<file path="src/rtl/seg_execute_muldiv.sv">
// Iterative MIPS multiply/divide unit owning HI/LO (MULT/MULTU/DIV/DIVU, MTHI/MTLO).
// Optional macro MULDIV_ZERO_FAST_EN: zero operands skip the bit-serial RUN phase.
module seg_execute_muldiv #(
   parameter int NB_DATA  = 32,
   parameter int NB_MDCTL = 2,
   parameter int NB_COUNT = 6
) (
   input  logic                i_clock,
   input  logic                i_reset,
   input  logic                i_start,
   input  logic [NB_MDCTL-1:0] i_op,
   input  logic [NB_DATA-1:0]  i_data_a,
   input  logic [NB_DATA-1:0]  i_data_b,
   input  logic                i_hi_we,
   input  logic                i_lo_we,
   input  logic [NB_DATA-1:0]  i_wr_data,
   output logic [NB_DATA-1:0]  o_hi,
   output logic [NB_DATA-1:0]  o_lo,
   output logic                o_busy,
   output logic                o_done,
   output logic                o_div_by_zero
);
   typedef enum logic [1:0] {ST_IDLE, ST_RUN, ST_DONE} state_t;

   state_t              r_state;
   logic [NB_COUNT-1:0] r_cnt;
   logic                r_is_div;
   logic                r_neg_q;
   logic                r_neg_r;
   logic                r_bzero;
   logic [NB_DATA-1:0]  r_mag_a;
   logic [NB_DATA-1:0]  r_mag_b;
   logic [NB_DATA-1:0]  r_acc;
   logic [NB_DATA-1:0]  r_q;
   logic [NB_DATA-1:0]  r_hi;
   logic [NB_DATA-1:0]  r_lo;
   logic                r_busy;
   logic                r_done;
   logic                r_dbz;

   logic                  w_signed;
   logic                  w_a_neg;
   logic                  w_b_neg;
   logic [NB_DATA-1:0]    w_mag_a;
   logic [NB_DATA-1:0]    w_mag_b;
   logic                  w_fast;
   logic [NB_DATA:0]      w_sum;
   logic [NB_DATA:0]      w_shift;
   logic                  w_ge;
   logic [NB_DATA-1:0]    w_sub;
   logic [2*NB_DATA-1:0]  w_prod;
   logic [2*NB_DATA-1:0]  w_prod_fix;

   assign w_signed = ~i_op[0];
   assign w_a_neg  = w_signed & i_data_a[NB_DATA-1];
   assign w_b_neg  = w_signed & i_data_b[NB_DATA-1];
   assign w_mag_a  = w_a_neg ? -i_data_a : i_data_a;
   assign w_mag_b  = w_b_neg ? -i_data_b : i_data_b;

`ifdef MULDIV_ZERO_FAST_EN
   assign w_fast = (i_data_b == '0) | (~i_op[1] & (i_data_a == '0));
`else
   assign w_fast = 1'b0;
`endif

   // Shift-add multiply step: conditional add, then shift {carry, acc, q} right.
   assign w_sum   = {1'b0, r_acc} + (r_q[0] ? {1'b0, r_mag_a} : '0);
   // Restoring divide step: bring in the dividend MSB, subtract if it fits.
   assign w_shift = {r_acc, r_q[NB_DATA-1]};
   assign w_ge    = (w_shift >= {1'b0, r_mag_b});
   assign w_sub   = w_shift[NB_DATA-1:0] - r_mag_b;

   assign w_prod     = {r_acc, r_q};
   assign w_prod_fix = r_neg_q ? -w_prod : w_prod;

   always_ff @(posedge i_clock) begin
      if (i_reset) begin
         r_state  <= ST_IDLE;
         r_cnt    <= '0;
         r_is_div <= 1'b0;
         r_neg_q  <= 1'b0;
         r_neg_r  <= 1'b0;
         r_bzero  <= 1'b0;
         r_mag_a  <= '0;
         r_mag_b  <= '0;
         r_acc    <= '0;
         r_q      <= '0;
         r_hi     <= '0;
         r_lo     <= '0;
         r_busy   <= 1'b0;
         r_done   <= 1'b0;
         r_dbz    <= 1'b0;
      end else begin
         r_done <= 1'b0;
         r_dbz  <= 1'b0;
         case (r_state)
            ST_IDLE: begin
               if (i_hi_we) r_hi <= i_wr_data;
               if (i_lo_we) r_lo <= i_wr_data;
               if (i_start) begin
                  r_is_div <= i_op[1];
                  r_neg_q  <= w_a_neg ^ w_b_neg;
                  r_neg_r  <= w_a_neg;
                  r_bzero  <= i_op[1] & (i_data_b == '0);
                  r_mag_a  <= w_mag_a;
                  r_mag_b  <= w_mag_b;
                  r_acc    <= '0;
                  r_q      <= i_op[1] ? w_mag_a : ((w_fast) ? '0 : w_mag_b);
                  r_cnt    <= '0;
                  r_busy   <= 1'b1;
                  r_state  <= w_fast ? ST_DONE : ST_RUN;
               end
            end
            ST_RUN: begin
               if (r_is_div) begin
                  r_acc <= w_ge ? w_sub : w_shift[NB_DATA-1:0];
                  r_q   <= {r_q[NB_DATA-2:0], w_ge};
               end else begin
                  r_acc <= w_sum[NB_DATA:1];
                  r_q   <= {w_sum[0], r_q[NB_DATA-1:1]};
               end
               r_cnt <= r_cnt + 1'b1;
               if (r_cnt == NB_COUNT'(NB_DATA-1)) r_state <= ST_DONE;
            end
            ST_DONE: begin
               if (!r_is_div) begin
                  {r_hi, r_lo} <= w_prod_fix;
               end else if (r_bzero) begin
                  // Divide by zero returns the dividend as latched in HI.
                  r_hi  <= r_neg_r ? -r_mag_a : r_mag_a;
                  r_lo  <= '1;
                  r_dbz <= 1'b1;
               end else begin
                  r_lo <= r_neg_q ? -r_q : r_q;
                  r_hi <= r_neg_r ? -r_acc : r_acc;
               end
               r_done  <= 1'b1;
               r_busy  <= 1'b0;
               r_state <= ST_IDLE;
            end
            default: begin
               r_busy  <= 1'b0;
               r_state <= ST_IDLE;
            end
         endcase
      end
   end

   assign o_hi          = r_hi;
   assign o_lo          = r_lo;
   assign o_busy        = r_busy;
   assign o_done        = r_done;
   assign o_div_by_zero = r_dbz;
endmodule

</file>
<file path="config.mk">
export PLATFORM = sky130hd
export DESIGN_NAME = seg_execute_muldiv
export DESIGN_NICKNAME = d
export VERILOG_FILES = /design/src/rtl/seg_execute_muldiv.sv
export SDC_FILE = /design/constraint.sdc
export NUM_CORES = 1
export LEC_CHECK = 0
export BUFFER_PORTS_ARGS = -buffer_cell sky130_fd_sc_hd__buf_2
export CAP_MARGIN = 30
export CORE_MARGIN = 4
export CORE_UTILIZATION = 45
export DETAILED_ROUTE_END_ITERATION = 10
export GPL_TIMING_DRIVEN = 1
export HOLD_SLACK_MARGIN = 0.12
export SETUP_SLACK_MARGIN = 0.5
export SLEW_MARGIN = 10
export SYNTH_ARGS = -nofsm -noshare
export SYNTH_HDL_FRONTEND = slang
export SYNTH_SLANG_ARGS = --single-unit
</file>
<file path="constraint.sdc">
create_clock -name i_clock -period 8.25 [get_ports i_clock]
set_clock_uncertainty 0.15 [all_clocks]
set_input_delay 0.4125 -clock i_clock [delete_from_list [all_inputs] [get_ports i_clock]]
set_output_delay 0.4125 -clock i_clock [all_outputs]
set_load 0.005 [all_outputs]
</file>
==> results.py, run 1 <==
metrics = {
    "outcome": {
        "status": "complete, no violations",
    },
    "cts": {
        "cts-buffers-inserted": 25,
        "cts_tree": "built",
        "cts_sinks": 207,
        "htreeDepth": 1,
        "cts_post_setup_buffers_inserted": 0,
        "insertion_delay_ns": 0.57,
        "cts_buffer_depth": 3,
        "root_buffer": "clkbuf_16",
        "clk_pin_slew_worst_paths_ns": 0.06,
    },
    "die": {
        "start_util_pct": 45.45,
        "io_pins": 170,
        "die_h_um": 202.6,
        "die_w_um": 202.6,
        "num_rows": 71,
        "core_mm2": 0.03749,
        "die_area_mm2": 0.04104,
    },
    "timing": {
        "fmax_mhz": 238.8,
        "timing.final.crit_period_ns": 4.187,
        "final_hold_viol_count": 0,
        "setup_tns_ns": 0,
        "slew_violations": 0,
        "rsz0062_at_grt": "no",
        "finalCritPeriodShare_pct": 50.75,
        "holdWs_ns": 0.1366,
        "tightest_slew_ns": 0.8878,
        "setup_viol": 0,
        "maxSlewHeadroom_pct": 40.27,
    },
    "setup_path": {
        "r2r_start": "r_q[0]",
        "arrival_ns": 4.52,
        "cp-startpoint": "r_q[0]",
        "crit_path_start_kind": "flip-flop",
        "cp-end-kind": "flip-flop",
        "critPathRequiredTime_ns": 8.58,
        "worstSetupPathType": "flip-flop to flip-flop",
        "path_max_fanout": 36,
    },
    "job": {
        "cap_violations": 0,
    },
    "layout": {
        "final_util_pct": 51.83,
        "area_growth_pct": 14.04,
        "antenna_cells": 0,
        "nets": 2576,
        "drive_above_1_share_pct": 11.62,
        "fin_area_mm2": 0.01943,
        "register_area_mm2": 0.004151,
        "multi_input_comb_area_mm2": 0.01196,
        "fillerInstances": 3774,
    },
    "detailed_routing": {
        "num_vias": 18620,
        "ant_nets": 0,
        "wl_per_cell_um": 23.66,
        "drtIter0Drc": 1931,
        "drt_first_pass_iters": 6,
        "drc": 0,
        "wirelength_um": 69330,
        "vias_per_cell": 6.355,
    },
    "placed_design": {
        "dp_hpwl_um": 51570,
        "post_dp_cell_area_mm2": 0.01809,
        "gp_congestion": 0.9692,
        "port_buffers": 169,
    },
    "synthesis": {
        "syn_inst": 2312,
        "ys_ff_latch": 207,
        "yosys_most_used_dff": "dfxtp_1",
        "async_flop_share_pct": 0,
        "ys_seq_area_share_pct": 24.32,
        "syn_area_per_cell_um2": 7.369,
        "synth-edff-count": 0,
        "synth_nets": 2487,
        "ys_warn_count": 0,
        "syn_area_mm2": 0.01704,
        "synth_cell_type_count": 81,
    },
    "pwr": {
        "p_per_area_mw_per_mm2": 166.1,
        "ir_drop_uv": 177.2,
        "power_mw": 3.228,
        "p_leak_nw": 7.674,
    },
    "global_routing": {
        "overflow": 0,
        "grt_pass1_vias": 17178,
        "grt_max_degree": 77,
        "grt_usage_pct": 31.77,
        "grt_antenna_before_repair": 2,
        "grt_pass1_wl_um": 103200,
    },
    "min_path": {
        "hold_start": "i_wr_data[3]",
        "worst_hold_path_type": "input port to flip-flop",
    },
}
==> routing by layer <==
| layer | global-route usage [%] | share of wire, % |
|---|---|---|
| met1 | 43.49 | 42 |
| met4 | 11.64 | 4.3 |
| met2 | 50.58 | 44 |
| met5 | 0 | 0 |
| met3 | 5.351 | 9.1 |
==> sequential cells by signal, summed over array words and instances, names as in the netlist, 2 cells and up <==
signal / flops
o_hi: 32
o_lo: 32
r_acc: 32
r_mag_a: 32
r_mag_b: 32
r_q: 32
r_cnt: 6
r_state: 2
==> stage by stage <==
| step | instances | worst slack, ns |
|---|---|---|
| after CTS | 2928 | 4.133 |
| after global routing | 2930 | 3.887 |
| after global placement | 2830 | 4.276 |
| after detailed placement | 2834 | 4.180 |
| final | 2930 | 4.063 |
| after floorplan | 2312 | 4.865 |
==> where the power goes <==
| group | switching [mW] | internal, mW |
|---|---|---|
| sequential | 0.121 | 1.07 |
| combinational | 0.567 | 0.341 |
| clock | 0.479 | 0.648 |
| total | 1.17 | 2.06 |
==> synth_stat cells (6+ instances only) <==
library cell	count	share of area, %
nor4_1	15	0.55
a22o_1	6	0.31
o21ai_0	128	3.8
a2111oi_0	10	0.51
clkbuf_1	164	3.6
buf_1	17	0.37
a41oi_1	6	0.31
a221o_1	9	0.53
a21o_1	33	1.5
nor3_1	58	1.7
a221oi_1	18	0.93
nand2b_1	15	0.55
and2_1	45	1.7
dfxtp_1	207	24
a31oi_1	18	0.66
o21a_1	10	0.44
a311oi_1	14	0.72
a211oi_1	115	5.1
mux2i_1	41	2.4
xnor2_1	123	6.3
ha_1	70	5.1
a211o_1	6	0.31
nand4_1	16	0.59
inv_1	64	1.4
nand3_1	58	1.7
nand2_1	227	5.0
xor2_1	70	3.6
o221ai_1	37	1.9
or3_1	22	0.81
and3_1	20	0.73
or4_1	22	0.97
a22oi_1	16	0.71
a21oi_1	206	6.1
nor2_1	208	4.6
nor2b_1	22	0.81
o31ai_1	40	1.8
o211ai_1	33	1.5
o41ai_1	19	0.98
==> timing repair <==
item	CTS	global route
resized for setup	0	0
hold buffers	49	0
endpoints found under the hold margin	65	0
==> kinds of logic after synthesis <==
group | share of synthesized area, %
xor gates and xnor gates | 9.921
AOI/OAI and AO/OA | 30.48
buffers and inverters | 5.743
and+or+nand+nor | 21.61
muxes | 2.541
DFF | 24.32
adders and majority gates | 5.376
==> layout make-up <==
class | count | share of cell area [%]
clock buffers | 34 | 3.709
clock inverters | 11 | 0.5474
inverters | 65 | 1.256
multi-input cells | 1851 | 61.55
flip-flops and latches | 207 | 21.37
well taps | 511 | 3.291
repair buffers | 251 | 8.281
==> final timing paths <==
check | endpoint | slack (ns) | cells after the start
min | o_hi[3] | 0.14 | 3
min reg2reg | o_hi[21] | 0.30 | 2
max | r_acc[27] | 4.06 | 15
max reg2reg | r_acc[27] | 4.06 | 15
==> cells in the final DEF, fill, tap and decap left out, types with 22 or more instances in the layout <==
cell             n
nor2_1         205
nand2_1        227
a21o_1          33
buf_2          168
nand3_1         58
ha_1            70
clkbuf_16       26
o21ai_0        128
or3_1           22
a21oi_1        206
dlygate4sd3_1   49
buf_4           30
or4_1           22
o211ai_1        33
inv_1           64
nor3_1          57
mux2i_1         41
o221ai_1        37
o31ai_1         40
xor2_1          70
xnor2_1        123
dfxtp_1        203
a211oi_1       115
and2_1          45
==> worst max-delay path, stage by stage (launching register included) <==
cell and delay, ns:
dfxtp_1 0.31, buf_4 0.35, inv_1 0.23, nor2_1 0.15, ha_1 0.18, inv_1 0.07
fa_1 0.38, nand2b_1 0.23, a211oi_1 0.44, o211ai_1 0.28, a2111oi_0 0.41, a211o_1 0.23
a21o_1 0.17, xor2_1 0.17, a22oi_1 0.08, a211oi_1 0.25
Power figures use the tool's default switching activity.
==> inputs of run 2 (changes only) <==
clock period = 4.1 ns   (was 8.25 ns; I/O delays follow)
==> run 2 against run 1 <==
Global-route usage grew 2.3 points. Register-to-register slack lost 3.5 ns. Sequential power grew 98%. Utilization grew 4.2 points.
==> results.py, run 2 (synthesis results as in run 1) <==
metrics = {
    "detailed_routing": {
        "ant_nets": 0,
        "drt_first_pass_iters": 5,
        "wirelength_um": 74120,
        "vias_per_cell": 6.326,
        "wl_per_cell_um": 24.05,
        "drtIter0Drc": 2012,
        "num_vias": 19497,
        "drc": 0,
    },
    "die": {
        "die_area_mm2": 0.04104,
        "core_mm2": 0.03749,
        "io_pins": 170,
        "die_w_um": 202.6,
        "num_rows": 71,
        "die_h_um": 202.6,
        "start_util_pct": 45.45,
    },
    "layout": {
        "area_growth_pct": 23.18,
        "fillerInstances": 3674,
        "drive_above_1_share_pct": 14.97,
        "mostFrequentLayoutCells": "nand2_1 (226), a21oi_1 (205), nor2_1 (204)",
        "nets": 2728,
        "mostFrequentLayoutCell": "nand2_1",
        "antenna_cells": 0,
    },
    "timing": {
        "fmax_mhz": 283.6,
        "finalCritPeriodShare_pct": 86.00,
        "timing.final.crit_period_ns": 3.526,
        "tightest_slew_ns": 1.010,
        "final_hold_viol_count": 0,
        "rsz0062_at_grt": "yes",
        "holdWs_ns": 0.1316,
        "maxSlewHeadroom_pct": 32.70,
        "setup_tns_ns": 0,
        "setup_viol": 0,
        "slew_violations": 0,
    },
    "job": {
        "cap_violations": 0,
    },
    "cts": {
        "insertion_delay_ns": 0.56,
        "clk_pin_slew_worst_paths_ns": 0.07,
        "cts_buffer_depth": 3,
        "cts-buffers-inserted": 26,
        "cts_tree": "built",
        "cts_sinks": 207,
        "htreeDepth": 1,
        "root_buffer": "clkbuf_16",
    },
    "setup_path": {
        "worstSetupPathType": "flip-flop to flip-flop",
        "crit_path_start_kind": "flip-flop",
        "cp-end-kind": "flip-flop",
        "path_max_fanout": 9,
        "critPathRequiredTime_ns": 4.37,
        "arrival_ns": 3.80,
    },
    "global_routing": {
        "grt_antenna_before_repair": 3,
        "overflow": 0,
        "grt_max_degree": 147,
        "grt_usage_pct": 34.08,
        "grt_pass1_wl_um": 110300,
        "grt_pass1_vias": 17858,
    },
    "pwr": {
        "p_per_area_mw_per_mm2": 320.1,
        "power_mw": 6.718,
        "ir_drop_uv": 229.4,
        "p_seq_share_pct": 35.2,
        "p_leak_nw": 8.453,
        "power.share.combinational_pct": 31.7,
        "clkPwrFrac_pct": 33.1,
        "p_int_mw": 4.246,
        "power.switching_mw": 2.471,
        "switching_share_pct": 36.79,
    },
    "placed_design": {
        "dp_hpwl_um": 55140,
        "gp_congestion": 0.9878,
        "port_buffers": 169,
    },
    "min_path": {
        "worst_hold_path_type": "input port to flip-flop",
    },
    "outcome": {
        "status": "complete, no violations",
    },
}
==> run 2: through the flow <==
step                      util (%)  area [um2]  worst slack (ns)  std cells
final                        55.98       20990            0.5739       3082
after global routing         55.98       20990            0.4477       3082
after CTS                    55.27       20720            0.5353       3070
after detailed placement     49.60       18590            0.2473       2896
after global placement       49.52       18560            0.3108       2894
after floorplan                  -       17040            0.7146       2312
==> run 2: worst paths after layout <==
check	from	endpoint	slack, ns	cells after the start
setup / recovery	r_acc[0]	o_hi[28]	0.57	12
hold / removal	i_data_b[12]	r_mag_b[12]	0.13	3
setup reg to reg	r_acc[0]	o_hi[28]	0.57	12
hold reg to reg	o_lo[23]	o_lo[23]	0.30	2
==> run 2: worst max-delay path, stage by stage, from the launching register on <==
cell and delay, ns:
dfxtp_2 0.33, buf_6 0.14, inv_2 0.08, ha_4 0.16, or4b_4 0.48, or4_4 0.52
or4_4 0.54, or4_4 0.45, nand2_1 0.10, xor2_1 0.14, a21oi_1 0.10, o221ai_2 0.11
o21ai_1 0.09
==> run 2: power groups by stage <==
| stage | Clock (mW) | Combinational (mW) | Sequential, mW |
|---|---|---|---|
| 5_1_grt | 2.33 | 2.28 | 2.37 |
| 6_report | 2.23 | 2.13 | 2.36 |
| 4_1_cts | 2.25 | 2.01 | 2.35 |
| 3_3_place_gp | 0 | 1.86 | 2.39 |
| 2_1_floorplan | 0 | 1.23 | 2.30 |
| 3_5_place_dp | 0 | 1.88 | 2.39 |
==> run 2: layout make-up <==
type	instances	area, um2	area share (%)
timing repair buffer	400	2979	14.20
multi-input combinational	1853	12170	57.97
sequential	207	4155	19.80
clock buffer	36	728.2	3.470
tap	511	639.4	3.047
inverter	65	244.0	1.163
clock inverter	10	75.07	0.3577
==> run 2: what timing repair did <==
item,in CTS,in global routing
hold endpoints to repair,162,0
hold buffers,126,0
endpoints found under the setup margin,31,44
pin swaps,1,14
cloned,2,0
setup buffers,0,12
gates resized for setup,9,38
==> run 2: metal layers <==
metal | GRT usage, % | share of wire (%) | vias up
met5 | 1.310 | 0.14 | -
met4 | 11.83 | 4.3 | 6
met3 | 5.814 | 9.4 | 189
met2 | 52.45 | 43 | 1013
met1 | 48.26 | 43 | 9253
li1 | - | - | 9036
